--- config.mk ---
export PLATFORM = sky130hd
export DESIGN_NAME = lsu
export DESIGN_NICKNAME = d
export VERILOG_FILES = /design/src/rtl/lsu.sv
export SDC_FILE = /design/constraint.sdc
export NUM_CORES = 1
export LEC_CHECK = 0
export CAP_MARGIN = 20
export CORE_ASPECT_RATIO = 0.8
export CORE_MARGIN = 8
export CORE_UTILIZATION = 42
export DETAILED_ROUTE_END_ITERATION = 10
export PLACE_DENSITY = 0.8
export SETUP_SLACK_MARGIN = 0.15
export SYNTH_ARGS = -nofsm -noshare
export SYNTH_HDL_FRONTEND = slang
export SYNTH_SLANG_ARGS = --single-unit
--- constraint.sdc ---
create_clock -name clk -period 2 [get_ports clk]
set_clock_uncertainty 0.05 [all_clocks]
set_input_delay 0.4 -clock clk [delete_from_list [all_inputs] [get_ports clk]]
set_output_delay 0.4 -clock clk [all_outputs]
set_load 0.02 [all_outputs]
--- src/rtl/lsu.sv ---
// Load/store unit: accepts an execute result, issues one aligned memory access,
// formats byte/half/word data, and returns the result or an error to writeback.
module lsu #(
    parameter int unsigned TIMEOUT_CYCLES = 255
) (
    input  logic        clk,
    input  logic        rst_n,
    input  logic        in_valid,
    output logic        in_ready,
    input  logic [31:0] EXU_data,
    input  logic [31:0] gpr_rdata2_in,
    input  logic        lsu_ren,
    input  logic        lsu_wen,
    input  logic [2:0]  lsu_op,
    output logic        mem_req,
    output logic        mem_we,
    output logic [31:0] mem_addr,
    output logic [31:0] mem_wdata,
    output logic [3:0]  mem_wmask,
    input  logic        mem_ack,
    input  logic [31:0] mem_rdata,
    output logic        out_valid,
    input  logic        out_ready,
    output logic [31:0] LSU_data,
    output logic        lsu_err
);

    localparam int CW = $clog2(TIMEOUT_CYCLES + 1);

    typedef enum logic [1:0] {
        S_IDLE = 2'd0,
        S_REQ  = 2'd1,
        S_RESP = 2'd2
    } state_t;

    state_t      state_q;
    logic [31:0] addr_q;
    logic [31:0] wdata_q;
    logic [2:0]  op_q;
    logic        ren_q;
    logic        wen_q;
    logic [CW-1:0] cnt_q;
    logic [CW-1:0] cnt_d;
    logic [31:0] result_q;
    logic        err_q;

    // op[1:0]: 00 byte, 01 half, anything else word; op[2] selects zero-extension
    function automatic logic misaligned(input logic [2:0] op, input logic [1:0] a);
        case (op[1:0])
            2'b00:   return 1'b0;
            2'b01:   return a[0];
            default: return (a != 2'b00);
        endcase
    endfunction

    function automatic logic [3:0] store_mask(input logic [2:0] op, input logic [1:0] a);
        case (op[1:0])
            2'b00:   return 4'b0001 << a;
            2'b01:   return 4'b0011 << a;
            default: return 4'b1111;
        endcase
    endfunction

    function automatic logic [31:0] store_data(input logic [2:0] op, input logic [31:0] d);
        case (op[1:0])
            2'b00:   return {4{d[7:0]}};
            2'b01:   return {2{d[15:0]}};
            default: return d;
        endcase
    endfunction

    function automatic logic [31:0] load_fmt(input logic [2:0] op, input logic [1:0] a,
                                             input logic [31:0] rd);
        logic [31:0] sh;
        sh = rd >> {a, 3'b000};
        case (op[1:0])
            2'b00:   return {{24{~op[2] & sh[7]}}, sh[7:0]};
            2'b01:   return {{16{~op[2] & sh[15]}}, sh[15:0]};
            default: return sh;
        endcase
    endfunction

    assign cnt_d     = cnt_q + {{(CW-1){1'b0}}, 1'b1};
    assign in_ready  = (state_q == S_IDLE);
    assign out_valid = (state_q == S_RESP);
    assign mem_req   = (state_q == S_REQ);
    assign mem_we    = mem_req & wen_q & ~ren_q;
    assign mem_addr  = mem_req ? {addr_q[31:2], 2'b00} : 32'h0000_0000;
    assign mem_wdata = mem_we ? store_data(op_q, wdata_q) : 32'h0000_0000;
    assign mem_wmask = mem_we ? store_mask(op_q, addr_q[1:0]) : 4'b0000;
    assign LSU_data  = result_q;
    assign lsu_err   = err_q;

    // Request FSM with latched request fields, timeout counter and result registers
    always_ff @(posedge clk) begin
        if (!rst_n) begin
            state_q  <= S_IDLE;
            addr_q   <= 32'h0000_0000;
            wdata_q  <= 32'h0000_0000;
            op_q     <= 3'b000;
            ren_q    <= 1'b0;
            wen_q    <= 1'b0;
            cnt_q    <= {CW{1'b0}};
            result_q <= 32'h0000_0000;
            err_q    <= 1'b0;
        end else begin
            case (state_q)
                S_IDLE: begin
                    if (in_valid) begin
                        addr_q  <= EXU_data;
                        wdata_q <= gpr_rdata2_in;
                        op_q    <= lsu_op;
                        ren_q   <= lsu_ren;
                        wen_q   <= lsu_wen;
                        if (!(lsu_ren || lsu_wen)) begin
                            result_q <= EXU_data;
                            err_q    <= 1'b0;
                            state_q  <= S_RESP;
                        end else if (misaligned(lsu_op, EXU_data[1:0])) begin
                            result_q <= 32'h0000_0000;
                            err_q    <= 1'b1;
                            state_q  <= S_RESP;
                        end else begin
                            cnt_q   <= {CW{1'b0}};
                            state_q <= S_REQ;
                        end
                    end else begin
                        state_q <= S_IDLE;
                    end
                end
                S_REQ: begin
                    // an ack on the final counted cycle still wins over the timeout
                    if (mem_ack) begin
                        result_q <= ren_q ? load_fmt(op_q, addr_q[1:0], mem_rdata) : 32'h0000_0000;
                        err_q    <= 1'b0;
                        state_q  <= S_RESP;
                    end else if (cnt_d == CW'(TIMEOUT_CYCLES)) begin
                        cnt_q    <= cnt_d;
                        result_q <= 32'h0000_0000;
                        err_q    <= 1'b1;
                        state_q  <= S_RESP;
                    end else begin
                        cnt_q <= cnt_d;
                    end
                end
                S_RESP: begin
                    if (out_ready) begin
                        state_q <= S_IDLE;
                    end else begin
                        state_q <= S_RESP;
                    end
                end
                default: state_q <= S_IDLE;
            endcase
        end
    end

endmodule

# Yosys cells after proc, flatten, opt, wreduce, memory -nomap -nowiden
# Cells that the tools add are included.
# W data, S select, Z words.
# totals
input_bits	106
reg_bits	112
# classes
bitwise_logic	6
muxes	36
n_eq_ne	11
n_reduce_logical	9
n_shift	3
n_addsub	1
# ops
op	n
$mux W32	8
$pmux W32 S2	3
$mux W8	4
$shr A32 B5 Y32	1
$pmux W8 S2	1
$mux W2	6
$mux W1	9
$add A8 B1 Y8 const B	1
$eq A8 B8 Y1 const B	1
$pmux W4 S2	1
$eq A2 B1 Y1 const B	3
$logic_not A2 Y1	3
$ne A2 B2 Y1 const B	3
$pmux W2 S3	1
$reduce_and A5 Y1	1
$and A1 B1 Y1	4
$mux W4	1
$pmux W1 S2	2
$reduce_and A4 Y1	1
$reduce_bool A2 Y1	2
$shl A1 B2 Y4 const A	1
$shl A2 B2 Y4 const A	1
$ne A3 B1 Y1 const B	1
$ne A3 B2 Y1 const B	1
5 further kinds	6

# Longest topological paths before layout
# Gate-level depths: netlist (run 1).
# depth
depth_word	10
mapped_depth	8
ltp_nobuf	6

# Worst setup path after synthesis (run 1)
# OpenSTA, ideal clock, no wires.
# synth_timing
path_kind	reg-to-output
startpoint	register state_q[1]
endpoint	output mem_wdata[15]
n_path_buf	3
stages_incl_launch_ff	8
arrival_ps	1721
setup_slack_ps	-171
path_cell_list	dfxtp_1 -> nand2b_1 -> inv_2 -> clkbuf_1 -> nand3b_1 -> clkbuf_1 -> clkbuf_1 -> a21oi_1
# synth_via
elab_chain_len	4
# synth_lines
item	line_no	rtl
from (decl)	36	state_t state_q;
from (signal assigned)	97	state_q <= S_IDLE;
from (signal assigned)	118	state_q <= S_RESP;
from (signal assigned)	122	state_q <= S_RESP;
$eq A2 B1 Y1	86	assign mem_req = (state_q == S_REQ);
$and A1 B1 Y1 (2 in a row)	87	assign mem_we = mem_req & wen_q & ~ren_q;
$mux W32	89	assign mem_wdata = mem_we ? store_data(op_q, wdata_q) : 32'h0000_0000;
to (decl)	18	output logic [31:0] mem_wdata,
# Every way passes these cells.

# Worst setup path after layout (run 1)
# layout_timing
startpoint	register state_q[1]
endpoint	output mem_wdata[4]
# The elaborated chain is that of the path after synthesis.

==> summary.md, run 1 <==
| Metric | Value |
|---|---|
| GRT overflow | 0 |
| # IOs | 211 |
| Achievable Freq | 479 MHz |
| Worst path required time | 1.55 ns |
| Final Worst Setup Slack | -0.0868 ns |
| Pre-antenna DRT Iters | 5 |
| Failing checks | setup timing |
| Tot GR Track Use | 0.252 |
| CTS sink cnt | 112 |
| Period utilisation layout | 1.04 |
| Worst Path Max Fanout | 4 |
| Power Density | 591 nW/um2 |
| Crit-path most repeated cell | buf_6 |
| Status | finished with violations |
| Area of the core | 14800 um2 |
| CTS buffer count | 9 |
| Post-Layout Cell Count | 1232 |
| Clock Root Buffer | clkbuf_16 |
| Vias | 6706 |
| P_leak | 4.01 nW |
| Tmin final | 2.09 ns |
| Mapped Area | 6250 um2 |
| Main synth FF type | dfxtp_1 |
| Vias in the first global route | 6638 |
| Initial Utilization | 0.424 |
| HPWL after DPL | 18200 um |
| Port Buffers | 208 |
| Slowest stage delay, CP | 0.33 ns |
| Die Y | 125 um |
| Crit start category | flip-flop |
| Via density | 5.44 |
| Hold WC Path Type | flip-flop to flip-flop |
| Hold violation count in the final report | 0 |
| Clock-pin slew on the worst setup and hold paths | 0.08 ns |
| Drt total wl | 24700 um |
| Area Growth Syn to Fin | 63.6% |
| Largest net degree at the start of global routing | 70 |
| Gpl congestion | 0.914 |
| First-pass GRT wire length | 38400 um |
| Buf/Inv on CP | 5 |
| Critical Path Sink Type | primary output |
| Final nets | 1145 |
| Clock tree buffer depth | 2 |
| CTS HTree Levels | 3 |
| #FFs+latches synth | 112 |
| Clk_lat worst skew | 0.35 ns |
| DR WL/cell | 20.1 um |
| Chip Width | 152 um |
| # setup viols final | 36 |
| Post-synth EDFFs | 0 |
| Row Count | 40 |
| DRC | 0 |
| Initial DRC Count | 607 |
| VDD IR-drop max | 0.000492 V |
| Worst EP arrival | 1.64 ns |
| RSZ-0062 raised after global routing | yes |
| Yosys cell types | 53 |
| YS warnings | 0 |
| Max cap viols | 0 |
| Cell family with most CP delay | buffers and inverters |
| Register area share after synthesis | 0.359 |
| Final Hold Slack | 0.412 ns |
| Max-slew violations | 0 |
| Placed Cells | 1201 |
| Fraction of layout cells with a size suffix above 1 | 0.301 |
| CTS tree | built |
| Initial antenna violation count | 1 |
| Avg Inst Size Synth | 7.93 um2 |
| Post-route antenna net violation count | 0 |
| Worst setup path class | flip-flop to primary output |
| Die area | 19100 um2 |
| Async SR Flop Fraction | 0 |
| Hold_buf cts | 0 |
| CP max stage cell | dfxtp_2 |
| Crit-path cells | nand2b_4, inv_4, nand3b_1, buf_6, buf_4, clkinv_2, and2_4, buf_6 |
| Synth Instances | 789 |
[cell type report]
| type | count | area [um2] |
|---|---|---|
| repair inverters | 1 | 5.00 |
| flip-flops and latches | 112 | 2260 |
| clock buffers | 9 | 225 |
| repair buffers | 299 | 3140 |
| multi-input cells | 606 | 4220 |
| diodes | 1 | 2.50 |
| inverters | 8 | 37.5 |
| fillers | 1135 | 4540 |
| well taps | 189 | 236 |
| clock inverters | 7 | 109 |
[cells by family after synthesis]
kind of cell               after synthesis  share of synthesized area
and+or+nand+nor                        331                      0.238
xor gates and xnor gates                 1                    0.00140
AOI/OAI and AO/OA                      188                      0.212
buffers and inverters                   72                     0.0494
other                                    1                   0.000600
adders and majority gates                2                    0.00400
DFF                                    112                      0.359
muxes                                   82                      0.136
[path summary, 6_finish.rpt]
kind	from	endpoint	slack [ns]	cells past startpoint
max	state_q[1]$_SDFFE_PN0P_	mem_wdata[4]	-0.09	8
min	LSU_data[28]$_SDFFE_PN0P_	LSU_data[28]$_SDFFE_PN0P_	0.41	2
max reg2reg	cnt_q[0]$_SDFFE_PN0P_	LSU_data[4]$_SDFFE_PN0P_	-0.03	7
min reg2reg	LSU_data[28]$_SDFFE_PN0P_	LSU_data[28]$_SDFFE_PN0P_	0.41	2
[worst register-to-register path, stage by stage (launching register included)]
cell and delay [ns]:
dfxtp_4 0.37, and2_4 0.16, or4_4 0.52, a32oi_4 0.24
a31oi_4 0.16, buf_6 0.15, buf_8 0.13, mux2i_2 0.15
[per-stage QoR]
step / instance area [um2] / power, mW / setup WS (ns) / util / TNS, ns
after floorplan: 6530 / 3.21 / 0.0767 / - / 0
after global placement: 9240 / 3.88 / -0.303 / 0.626 / -15.92
after detailed placement: 9240 / 3.90 / -0.366 / 0.626 / -18.56
after CTS: 9950 / 6.01 / -0.0939 / 0.674 / -2.16
after global routing: 10200 / 6.29 / -0.135 / 0.693 / -4.67
final: 10200 / 6.05 / -0.0868 / 0.693 / -1.41
[power breakdown]
part	total (mW)	switching [mW]	internal, mW
sequential	2.46	0.102	2.36
clock	2.03	0.905	1.13
combinational	1.55	0.787	0.768
[timing repair]
action / in CTS / in global routing
endpoints found under the setup margin: 105 / 106
pin swaps: 5 / 34
gates resized for setup: 346 / 182
cloned: 2 / 2
setup buffers: 8 / 2
[flip-flops by register name, indices dropped and copies added (netlist names)]
name	flops
wdata_q	32
LSU_data	32
cnt_q	8
wen_q	1
lsu_err	1
state_q	2
addr_q	32
op_q	3
ren_q	1
[per-layer routing]
layer | GRT usage | wire length [um] | vias to the layer above
li1 | - | - | 3194
met1 | 0.335 | 10800 | 3135
met2 | 0.394 | 11100 | 321
met3 | 0.0613 | 2120 | 56
met4 | 0.0836 | 730 | 0
met5 | 0 | 0 | -
[cells in the final DEF, fill, tap and decap left out, types with 4 or more instances in the layout]
master	n
nand2_1	205
clkdlybuf4s50_1	135
dfxtp_1	103
a21boi_0	73
buf_6	73
buf_4	65
mux2i_1	58
and2_4	39
o21ai_0	35
nor2_4	18
buf_12	16
mux2_2	15
o2bb2ai_1	15
nor2_1	14
a21oi_1	13
a21oi_2	12
clkbuf_16	10
a22o_1	9
and3_1	9
a21oi_4	8
nor2b_1	7
a32oi_1	7
dfxtp_2	7
nor2_2	6
inv_1	5
mux2i_4	5
nand2b_1	4
[synthesized netlist by cell type (7+ instances only)]
master     instances  area, um2
and2_1            41        257
clkbuf_1          49        184
mux2i_1           65        651
dfxtp_1          112       2240
a21oi_1           33        165
o2bb2ai_1         15        131
mux2_2            15        169
nand2_1          206        773
a32oi_1            7       61.3
a22o_1             9       78.8
nor2_1            38        143
o21ai_0           35        175
a21boi_0          73        548
and3_1             9       56.3
nor2b_1            7       43.8
Power figures use the tool's default switching activity.
==> run 2: changes to the inputs <==
CORE_ASPECT_RATIO = 1.25   (was 0.8)
==> summary.md, run 2 (same netlist as run 1, synthesis figures left out) <==
| Metric | Value |
|---|---|
| RSZ-0062 raised after global routing | yes |
| Die area | 19100 um2 |
| DR WL/cell | 20.5 um |
| Period utilisation layout | 1.06 |
| Worst r2r path cells | 7 |
| Largest net degree at the start of global routing | 70 |
| Port Buffers | 208 |
| Clock share of power | 0.334 |
| Row Count | 50 |
| P_leak | 4.10 nW |
| Cell family with most CP delay | buffers and inverters |
| Relative slew margins | 0.588 |
| CTS buffer count | 9 |
| CTS sink cnt | 112 |
| Tmin final | 2.12 ns |
| Worst Hold Endpoint | LSU_data[20]$_SDFFE_PN0P_ |
| Crit-path cells | clkdlybuf4s50_1, buf_4, mux4_2, nand3b_1, buf_4, a21oi_1, o21ai_0, mux2i_1 |
| Worst r2r src | addr_q[1]$_SDFFE_PN0P_ |
| Util after Layout | 0.701 |
| Hold violation count in the final report | 0 |
| Cell-internal power | 4.27 mW |
| Placed Cells | 1187 |
| # fillers | 1090 |
| Crit start category | input pin |
| Cell area after layout | 10400 um2 |
| DRC | 0 |
| Vias in the first global route | 6720 |
| Initial antenna violation count | 2 |
| Crit-path most repeated cell | buf_4 |
| CTS tree | built |
| Actual slew at the worst max-slew pin | 0.610 ns |
| Area Growth Syn to Fin | 65.6% |
| First-pass GRT wire length | 37300 um |
| Clock Root Buffer | clkbuf_16 |
| Worst setup path class | input pin to flip-flop |
| # IOs | 211 |
| Hold depth | 3 |
| Final nets | 1147 |
| HPWL after DPL | 17100 um |
| Total Power | 6.04 mW |
| Worst EP arrival | 2.31 ns |
| Seq pwr share | 0.405 |
| Status | finished with violations |
| Pre-antenna DRT Iters | 5 |
| Worst path required time | 2.19 ns |
| Gate power share | 0.260 |
| FF-to-FF End | LSU_data[14]$_SDFFE_PN0P_ |
| Clock-pin slew on the worst setup and hold paths | 0.07 ns |
| VDD IR-drop max | 0.000373 V |
| Drt total wl | 25200 um |
| # setup viols final | 69 |
| Critical Path Sink Type | flip-flop |
| R2R Setup Slk | -0.08 ns |
| Final Worst Setup Slack | -0.118 ns |
| CP max stage cell | mux4_2 |
| Initial DRC Count | 470 |
| Clock tree buffer depth | 2 |
| Slowest stage delay, CP | 0.51 ns |
| Tot GR Track Use | 0.244 |
| Switch Pwr | 1.77 mW |
| Buf/Inv on CP | 3 |
| Gpl congestion | 0.906 |
| Hold WC Path Type | input pin to flip-flop |
| Post-route antenna net violation count | 0 |
| Worst Hold Launch | rst_n |
| Initial Utilization | 0.424 |
| Area of the core | 14800 um2 |
| Dpl cell area | 9150 um2 |
| Die Y | 152 um |
| Switching share of power | 0.294 |
| Chip Width | 125 um |
| Achievable Freq | 472 MHz |
| Hold_buf cts | 0 |
| Via density | 5.49 |
| CTS HTree Levels | 3 |
| Fraction of layout cells with a size suffix above 1 | 0.296 |
| Max-slew violations | 0 |
| Worst Path Max Fanout | 6 |
| Most frequent cells in the layout | nand2_1 (205), clkdlybuf4s50_1 (133), dfxtp_1 (106), buf_6 (76), a21boi_0 (72) |
| Power Density | 584 nW/um2 |
| Failing checks | setup timing |
| GRT overflow | 0 |
| Max cap viols | 0 |
| Place WS | -0.617 ns |
| Most common cell after layout, fill and taps aside | nand2_1 |
| Post-Layout Cell Count | 1228 |
| Vias | 6737 |
| Clk_lat worst skew | 0.36 ns |
run 2: what timing repair did:
item	in CTS	in global routing
setup buffers	7	7
resized for setup	491	44
pin swaps	44	14
gates cloned	5	4
hold endpoints to repair	0	0
setup endpoints to repair	105	105
run 2: worst reg2reg max path, stage by stage (launching register included):
cell and delay, ns:
dfxtp_1 0.41, buf_4 0.16, mux4_2 0.53, nand3b_1 0.20
buf_4 0.18, a21oi_1 0.08, o21ai_0 0.25, mux2i_1 0.10
run 2: area by class of cell:
| type | count | area (um2) | area share |
|---|---|---|---|
| repair inverters | 1 | 11.3 | 0.00109 |
| well taps | 182 | 228 | 0.0220 |
| diodes | 2 | 5.00 | 0.000483 |
| clock buffers | 10 | 239 | 0.0231 |
| flip-flops and latches | 112 | 2250 | 0.218 |
| clock inverters | 6 | 90.1 | 0.00870 |
| inverters | 8 | 40.0 | 0.00387 |
| repair buffers | 301 | 3260 | 0.315 |
| multi-input cells | 606 | 4220 | 0.408 |
run 2: layer usage:
layer | share of wire | wire [um] | global-route usage | vias to the layer above
met1 | 0.38 | 9590 | 0.267 | 3208
met3 | 0.078 | 1970 | 0.0749 | 58
li1 | - | - | - | 3196
met5 | 0 | 0 | 0 | -
met4 | 0.046 | 1170 | 0.107 | 0
met2 | 0.49 | 12400 | 0.426 | 275
run 2: power by group through the flow:
stage / sequential (mW) / clock (mW) / combinational [mW]
2_1_floorplan: 2.50 / 0 / 0.708
3_3_place_gp: 2.48 / 0 / 1.35
3_5_place_dp: 2.49 / 0 / 1.37
4_1_cts: 2.44 / 2.04 / 1.48
5_1_grt: 2.46 / 2.13 / 1.67
6_report: 2.45 / 2.02 / 1.57
run 2: worst max path at each step:
| stage | start | endpoint | depth (start not counted) |
|---|---|---|---|
| after floorplan | cnt_q[1]$_SDFFE_PN0P_ | LSU_data[15]$_SDFFE_PN0P_ | 6 |
| after global placement | mem_rdata[15] | LSU_data[23]$_SDFFE_PN0P_ | 6 |
| after detailed placement | mem_rdata[15] | LSU_data[26]$_SDFFE_PN0P_ | 6 |
| after CTS | cnt_q[1]$_SDFFE_PN0P_ | LSU_data[8]$_SDFFE_PN0P_ | 7 |
| after global routing | addr_q[1]$_SDFFE_PN0P_ | LSU_data[12]$_SDFFE_PN0P_ | 7 |
| final | mem_rdata[31] | LSU_data[14]$_SDFFE_PN0P_ | 8 |
run 2: stage by stage:
stage | TNS [ns] | hold WS (ns)
5_1_grt | -6.35 | 0.394
6_report | -3.04 | 0.392
3_3_place_gp | -21.88 | 0.394
2_1_floorplan | 0 | 0.389
3_5_place_dp | -24.40 | 0.401
4_1_cts | -1.02 | 0.384
